[config.mk]
export PLATFORM = sky130hd
export DESIGN_NAME = unidad_load_store_flat
export DESIGN_NICKNAME = d
export VERILOG_FILES = /design/src/rtl/unidad_load_store_if.sv /design/src/rtl/unidad_load_store.sv /design/src/flat_wrapper.sv
export SDC_FILE = /design/constraint.sdc
export NUM_CORES = 1
export LEC_CHECK = 0
export CAP_MARGIN = 20
export CORE_MARGIN = 2
export CORE_UTILIZATION = 42
export CTS_BUF_LIST = sky130_fd_sc_hd__clkbuf_8
export DETAILED_ROUTE_END_ITERATION = 10
export PLACE_DENSITY = 0.79
export SETUP_SLACK_MARGIN = 0.02
export SLEW_MARGIN = 20
export SYNTH_ARGS = -nofsm -noshare
export SYNTH_HDL_FRONTEND = slang
export SYNTH_SLANG_ARGS = --single-unit
[constraint.sdc]
create_clock -name i_clk -period 2.4 [get_ports i_clk]
set_input_delay 0.24 -clock i_clk [delete_from_list [all_inputs] [get_ports i_clk]]
set_output_delay 0.24 -clock i_clk [all_outputs]
set_load 0.005 [all_outputs]
[src/rtl/unidad_load_store_if.sv]
// Request and memory bus for unidad_load_store.
// slave: the load/store unit; master: the requester plus data memory.
interface unidad_load_store_if #(
    parameter int NBITS = 32
);
    logic             i_Valid;
    logic [5:0]       i_Opcode;
    logic [NBITS-1:0] i_Direccion;
    logic [NBITS-1:0] i_DatoRegistro;
    logic             o_Ready;
    logic             o_Done;
    logic             o_Error;
    logic [NBITS-1:0] o_DatoCargado;
    logic [NBITS-1:0] o_MemDireccion;
    logic [NBITS-1:0] o_MemDato;
    logic             o_MemRead;
    logic             o_MemWrite;
    logic [NBITS-1:0] i_MemDato;

    modport slave (
        input  i_Valid, i_Opcode, i_Direccion, i_DatoRegistro, i_MemDato,
        output o_Ready, o_Done, o_Error, o_DatoCargado,
        output o_MemDireccion, o_MemDato, o_MemRead, o_MemWrite
    );

    modport master (
        output i_Valid, i_Opcode, i_Direccion, i_DatoRegistro, i_MemDato,
        input  o_Ready, o_Done, o_Error, o_DatoCargado,
        input  o_MemDireccion, o_MemDato, o_MemRead, o_MemWrite
    );
endinterface

[src/rtl/unidad_load_store.sv]
// MIPS load/store unit: byte/half/word loads and read-modify-write stores.
// Define LSU_ERROR_CHECK_EN to fault misaligned, out-of-range or invalid requests.
module unidad_load_store #(
    parameter int NBITS  = 32,
    parameter int CELDAS = 10
) (
    input logic                i_clk,
    input logic                i_reset,
    unidad_load_store_if.slave bus
);
    localparam logic [5:0] OP_LB  = 6'b100000;
    localparam logic [5:0] OP_LH  = 6'b100001;
    localparam logic [5:0] OP_LW  = 6'b100011;
    localparam logic [5:0] OP_LBU = 6'b100100;
    localparam logic [5:0] OP_LHU = 6'b100101;
    localparam logic [5:0] OP_SB  = 6'b101000;
    localparam logic [5:0] OP_SH  = 6'b101001;
    localparam logic [5:0] OP_SW  = 6'b101011;

    localparam logic [1:0] TAM_B   = 2'd0;
    localparam logic [1:0] TAM_H   = 2'd1;
    localparam logic [1:0] TAM_W   = 2'd2;
    localparam logic [1:0] TAM_INV = 2'd3;

    if (CELDAS < 1 || CELDAS > 2**(NBITS-2)) begin : g_celdas_invalido
        $error("unidad_load_store: CELDAS out of range");
    end

    typedef enum logic [2:0] {IDLE, RD, CAP, WR, DONE} estado_t;

    estado_t          estado, estado_sig;
    logic [5:0]       opcode_q;
    logic [NBITS-1:0] dir_q;
    logic [NBITS-1:0] dato_q;
    logic [NBITS-1:0] cargado_q;
    logic [NBITS-1:0] extraido;
    logic [NBITS-1:0] fusion;
    logic [7:0]       byte_v;
    logic [15:0]      half_v;
    logic [1:0]       tam_in;
    logic             falla;
    logic             aceptar;

    function automatic logic [1:0] tam(input logic [5:0] op);
        unique case (op)
            OP_LB, OP_LBU, OP_SB: tam = TAM_B;
            OP_LH, OP_LHU, OP_SH: tam = TAM_H;
            OP_LW, OP_SW:         tam = TAM_W;
            default:              tam = TAM_INV;
        endcase
    endfunction

    function automatic logic es_carga(input logic [5:0] op);
        es_carga = (op == OP_LB) || (op == OP_LH) || (op == OP_LW) ||
                   (op == OP_LBU) || (op == OP_LHU);
    endfunction

    assign tam_in  = tam(bus.i_Opcode);
    assign aceptar = (estado == IDLE) && bus.i_Valid;

`ifdef LSU_ERROR_CHECK_EN
    localparam logic [NBITS-3:0] LIMITE = (NBITS-2)'(CELDAS);
    logic error_q;

    assign falla = (tam_in == TAM_INV) ||
                   ((tam_in == TAM_H) && bus.i_Direccion[0]) ||
                   ((tam_in == TAM_W) && (bus.i_Direccion[1:0] != 2'b00)) ||
                   (bus.i_Direccion[NBITS-1:2] >= LIMITE);

    always_ff @(posedge i_clk) begin
        if (i_reset)
            error_q <= 1'b0;
        else if (aceptar)
            error_q <= falla;
    end

    assign bus.o_Error = error_q && (estado == DONE);
`else
    assign falla       = 1'b0;
    assign bus.o_Error = 1'b0;
`endif

    always_ff @(posedge i_clk) begin
        if (i_reset)
            estado <= IDLE;
        else
            estado <= estado_sig;
    end

    always_comb begin
        estado_sig = estado;
        unique case (estado)
            IDLE: begin
                if (bus.i_Valid) begin
                    if (falla || tam_in == TAM_INV)
                        estado_sig = DONE;
                    else if (bus.i_Opcode == OP_SW)
                        estado_sig = WR;
                    else
                        estado_sig = RD;
                end
            end
            RD:   estado_sig = CAP;
            CAP:  estado_sig = es_carga(opcode_q) ? DONE : WR;
            WR:   estado_sig = DONE;
            DONE: estado_sig = IDLE;
            default: estado_sig = IDLE;
        endcase
    end

    // Without fault checking, halfwords use only bit 1 and words ignore both low bits.
    assign byte_v = bus.i_MemDato[{dir_q[1:0], 3'b000} +: 8];
    assign half_v = bus.i_MemDato[{dir_q[1], 4'b0000} +: 16];

    always_comb begin
        extraido = bus.i_MemDato;
        unique case (opcode_q)
            OP_LB:   extraido = {{(NBITS-8){byte_v[7]}}, byte_v};
            OP_LBU:  extraido = {{(NBITS-8){1'b0}}, byte_v};
            OP_LH:   extraido = {{(NBITS-16){half_v[15]}}, half_v};
            OP_LHU:  extraido = {{(NBITS-16){1'b0}}, half_v};
            default: extraido = bus.i_MemDato;
        endcase
    end

    always_comb begin
        fusion = bus.i_MemDato;
        if (opcode_q == OP_SB)
            fusion[{dir_q[1:0], 3'b000} +: 8] = dato_q[7:0];
        else if (opcode_q == OP_SH)
            fusion[{dir_q[1], 4'b0000} +: 16] = dato_q[15:0];
    end

    always_ff @(posedge i_clk) begin
        if (i_reset) begin
            opcode_q  <= '0;
            dir_q     <= '0;
            dato_q    <= '0;
            cargado_q <= '0;
        end else if (aceptar) begin
            opcode_q <= bus.i_Opcode;
            dir_q    <= bus.i_Direccion;
            dato_q   <= bus.i_DatoRegistro;
        end else if (estado == CAP) begin
            if (es_carga(opcode_q))
                cargado_q <= extraido;
            else
                dato_q <= fusion;
        end
    end

    assign bus.o_Ready        = (estado == IDLE);
    assign bus.o_Done         = (estado == DONE);
    assign bus.o_MemRead      = (estado == RD);
    assign bus.o_MemWrite     = (estado == WR);
    assign bus.o_MemDireccion = {2'b00, dir_q[NBITS-1:2]};
    assign bus.o_MemDato      = dato_q;
    assign bus.o_DatoCargado  = cargado_q;
endmodule

[src/flat_wrapper.sv]
// flat-port wrapper written by rule: the top's interface ports become plain ports
module unidad_load_store_flat 
#(
    parameter int NBITS  = 32,
    parameter int CELDAS = 10
)
  (i_clk, i_reset, bus_i_Valid, bus_i_Opcode, bus_i_Direccion, bus_i_DatoRegistro, bus_i_MemDato, bus_o_Ready, bus_o_Done, bus_o_Error, bus_o_DatoCargado, bus_o_MemDireccion, bus_o_MemDato, bus_o_MemRead, bus_o_MemWrite);
  unidad_load_store_if #(.NBITS(NBITS)) bus_i ();
  input logic i_clk;
  input logic i_reset;
  input wire logic [$bits(bus_i.i_Valid)-1:0] bus_i_Valid;
  input wire logic [$bits(bus_i.i_Opcode)-1:0] bus_i_Opcode;
  input wire logic [$bits(bus_i.i_Direccion)-1:0] bus_i_Direccion;
  input wire logic [$bits(bus_i.i_DatoRegistro)-1:0] bus_i_DatoRegistro;
  input wire logic [$bits(bus_i.i_MemDato)-1:0] bus_i_MemDato;
  output wire logic [$bits(bus_i.o_Ready)-1:0] bus_o_Ready;
  output wire logic [$bits(bus_i.o_Done)-1:0] bus_o_Done;
  output wire logic [$bits(bus_i.o_Error)-1:0] bus_o_Error;
  output wire logic [$bits(bus_i.o_DatoCargado)-1:0] bus_o_DatoCargado;
  output wire logic [$bits(bus_i.o_MemDireccion)-1:0] bus_o_MemDireccion;
  output wire logic [$bits(bus_i.o_MemDato)-1:0] bus_o_MemDato;
  output wire logic [$bits(bus_i.o_MemRead)-1:0] bus_o_MemRead;
  output wire logic [$bits(bus_i.o_MemWrite)-1:0] bus_o_MemWrite;
  assign bus_i.i_Valid = bus_i_Valid;
  assign bus_i.i_Opcode = bus_i_Opcode;
  assign bus_i.i_Direccion = bus_i_Direccion;
  assign bus_i.i_DatoRegistro = bus_i_DatoRegistro;
  assign bus_i.i_MemDato = bus_i_MemDato;
  assign bus_o_Ready = bus_i.o_Ready;
  assign bus_o_Done = bus_i.o_Done;
  assign bus_o_Error = bus_i.o_Error;
  assign bus_o_DatoCargado = bus_i.o_DatoCargado;
  assign bus_o_MemDireccion = bus_i.o_MemDireccion;
  assign bus_o_MemDato = bus_i.o_MemDato;
  assign bus_o_MemRead = bus_i.o_MemRead;
  assign bus_o_MemWrite = bus_i.o_MemWrite;
  unidad_load_store #(.NBITS(NBITS), .CELDAS(CELDAS)) u_core (.i_clk(i_clk), .i_reset(i_reset), .bus(bus_i));
endmodule
==> results.md <==
- Outcome: finished clean
- CTS root buffer: clkbuf_8
- Clock Latency Late Sink: 0.39 ns
- Vias post-DR: 5912
- Non-Filler Instances: 1049
- CTS tree: yes
- CORE AREA: 12800 µm²
- CTS clk-pin slew, worst paths: 0.11 ns
- Logic pwr share: 24.5%
- I/O Buffers: 202
- # clock sinks: 105
- Longest Clk Path Bufs: 2
- Total Neg Setup Slack: 0 ns
- Clock skew: 0.0131 ns
- Top delay family on crit path: simple AND/OR/NAND/NOR gates
- Antenna viol nets, final: 0
- Startpoint Class: flip-flop
- Arrival time of the worst setup path: 2.50 ns
- Placer Congestion: 0.941
- Area of the die: 14100 µm²
- Routed len/inst: 17.8 µm
- First-pass GRT wire length: 29500 µm
- Layout cell share with drive strength beyond 1: 6.39%
- DP HPWL: 13700 µm
- Initial Util: 43.4%
- Syn Inst Count: 714
- Hold buffers post-CTS: 0
- Slew headroom: 36.2%
- Maximum clock frequency: 449 MHz
- Slowest CP cell: or3_1
- RSZ-0062 raised after global routing: false
- Worst IR Drop VDD: 0.384 mV
- EDFF count, synth: 0
- Die Y: 119 µm
- Sw frac: 28.0%
- Setup Viol. Count Final: 0
- Power Density: 567 nW/µm²
- Max incr delay on CP: 0.61 ns
- Nets@finish: 983
- Post-route total power: 4430 µW
- Worst Path Max Fanout: 14
- Sequential fraction of the synthesis area: 37.9%
- Sequential share of power: 44.4%
- CP required: 2.67 ns
- Synth cell types: 55
- Layout area overhead: 41.0%
- Leak pwr: 0.00286 µW
- Max-slew violation count: 0
- Worst-path cell chain: or3b_4, or3_1, a221oi_1, nor4_1
- Die W: 119 µm
- Total of max-cap violations: 0
- First-pass DRT Iterations: 5
- Clk pwr share: 31.0%
- Mapped Area: 5540 µm²
- Post-CTS Setup Inserts: 0
- Final Hold Viols: 0
- Yosys warning total: 0
- Fin Hold WS: 0.0755 ns
- Register bit count reported by yosys: 105
- First DRT Iteration DRCs: 552
- Antenna cell count: 0
- CP Class: reg2reg
- Htree depth: 3
- Post-Syn Area per Cell: 7.76 µm²
- Post-layout util: 61.2%
- Switching power: 1240 µW
- DRT Wirelength: 18600 µm
- Initial antenna violation count: 0
- Hold Path Class: in2reg
- Fin crit share: 92.9%
- Clock buffers created by TritonCTS: 9
- Fin crit period: 2.23 ns
- Vias in the first global route: 5513
- Vias/cell: 5.64
- Cells after DPL: 1034
- Async SR Flop Fraction: 0%
- Crit path capture type: flip-flop
- Pin count of the biggest net entering global routing: 55
- Cell Rows: 41
- Total congestion overflow: 0
- I/O Pins: 206
- Resize count post-CTS: 0
- Worst-Margin Slew: 0.952 ns
- DRC viols: 0
- GRT Util Overall: 26.2%
- WP buf/inv: 0
- Synth Flop Type: dfxtp_1
- Int Power: 3190 µW
==> logic make-up (layout without fill, tap and decap cells) <==
kind of cell    after synthesis  count (layout)  synth area share, %
other cells                   1               3               0.0677
fa+ha+maj                     5               5                 1.13
buf+inv                      93             254                 8.97
mux                           6               6                 1.78
flops                       105             105                 37.9
simple gates                297             297                 24.5
compound gates              207             207                 25.6
==> routing by layer <==
metal | global-route usage, % | routed length (µm) | up-vias
met5 | 0 | 0 | -
met4 | 8.85 | 478 | 0
met3 | 5.80 | 1430 | 34
met2 | 43.5 | 8860 | 292
met1 | 33.7 | 7880 | 2743
li1 | - | - | 2843
==> synthesized netlist by cell type (all sizes together), types with 4 or more instances <==
| library cell | instances | area share (%) |
|---|---|---|
| o2bb2ai | 5 | 0.79 |
| a32o | 8 | 1.4 |
| nor2b | 14 | 1.6 |
| nand2 | 155 | 11 |
| a211o | 4 | 0.63 |
| nor4 | 20 | 2.8 |
| o211a | 7 | 1.3 |
| a22oi | 14 | 1.9 |
| a211oi | 27 | 3.7 |
| o21ai | 21 | 2.0 |
| a2bb2oi | 8 | 1.3 |
| a221oi | 7 | 1.1 |
| a311oi | 5 | 0.79 |
| o211ai | 6 | 0.81 |
| nand3 | 14 | 1.3 |
| a21oi | 68 | 6.1 |
| a22o | 7 | 1.1 |
| dfxtp | 105 | 38 |
| a21o | 4 | 0.54 |
| clkbuf | 33 | 2.2 |
| buf | 51 | 6.1 |
| nor2 | 53 | 3.6 |
| a31oi | 7 | 0.79 |
| inv | 9 | 0.61 |
| nor3 | 20 | 1.9 |
| ha | 5 | 1.1 |
==> path summary, 6_finish.rpt <==
check	startpoint	end	slack (ns)	depth (start not counted)
max	u_core.opcode_q[3]	u_core.bus.o_MemDato[22]	0.17	4
min	i_reset	u_core.dir_q[2]	0.08	2
max reg2reg	u_core.opcode_q[3]	u_core.bus.o_MemDato[22]	0.17	4
min reg2reg	u_core.dir_q[4]	u_core.dir_q[4]	0.46	2
==> cell type report <==
class                           instances  area [µm²]
Sequential cell                       105        2100
Fill cell                            1120        4960
Clock inverter                          4        98.8
Timing Repair Buffer                  230        2250
Inverter                                9        33.8
Multi-Input combinational cell        518        2960
Tap cell                              172         215
Clock buffer                           11         151
==> placed cells by master, fill, tap and decap left out, types with 5 or more instances in the layout <==
master           Yosys  routed
nand3_1             14      14
a22oi_1             14      14
nor4_1              18      18
nand2_1            155     155
a32o_1               8       8
a211oi_1            27      27
nor3_1              19      19
o2bb2ai_1            5       5
ha_1                 5       5
dfxtp_1            105     105
a311oi_1             5       5
a2bb2oi_1            8       8
o21ai_0             20      20
clkdlybuf4s50_1      0     201
a22o_1               7       7
buf_4               33      27
a221oi_1             7       7
o211a_1              7       7
o211ai_1             6       6
clkbuf_8             0      11
inv_1                9       9
nor2b_1             14      13
nor2_1              53      53
a21oi_1             68      68
a31oi_1              7       7
==> power groups by stage <==
stage / registers [µW] / clock network (µW) / logic (µW)
global placement: 2000 / 0 / 1070
finish: 1970 / 1370 / 1090
floorplan: 1980 / 0 / 551
CTS: 1960 / 1400 / 1080
detailed placement: 2010 / 0 / 1080
global route: 1980 / 1460 / 1180
==> registers in the layout (all words and copies together) (netlist names) <==
name and flops:
u_core.bus.o_MemDato 32, u_core.bus.o_DatoCargado 32, u_core.dir_q 32, u_core.estado 3, u_core.opcode_q 6
==> per-stage QoR <==
step / area (µm²) / worst slack, ns
2_1_floorplan: 5550 / 0.0711
3_3_place_gp: 7560 / 0.216
3_5_place_dp: 7560 / 0.196
4_1_cts: 7810 / 0.203
5_1_grt: 7810 / 0.0579
6_report: 7810 / 0.170
==> worst reg2reg max path, stage by stage (launching register included) <==
cell,delay [ns]
dfxtp_1,0.43
or3b_4,0.45
or3_1,0.61
a221oi_1,0.55
nor4_1,0.08
Note: power is estimated with default switching activity, not from simulation.
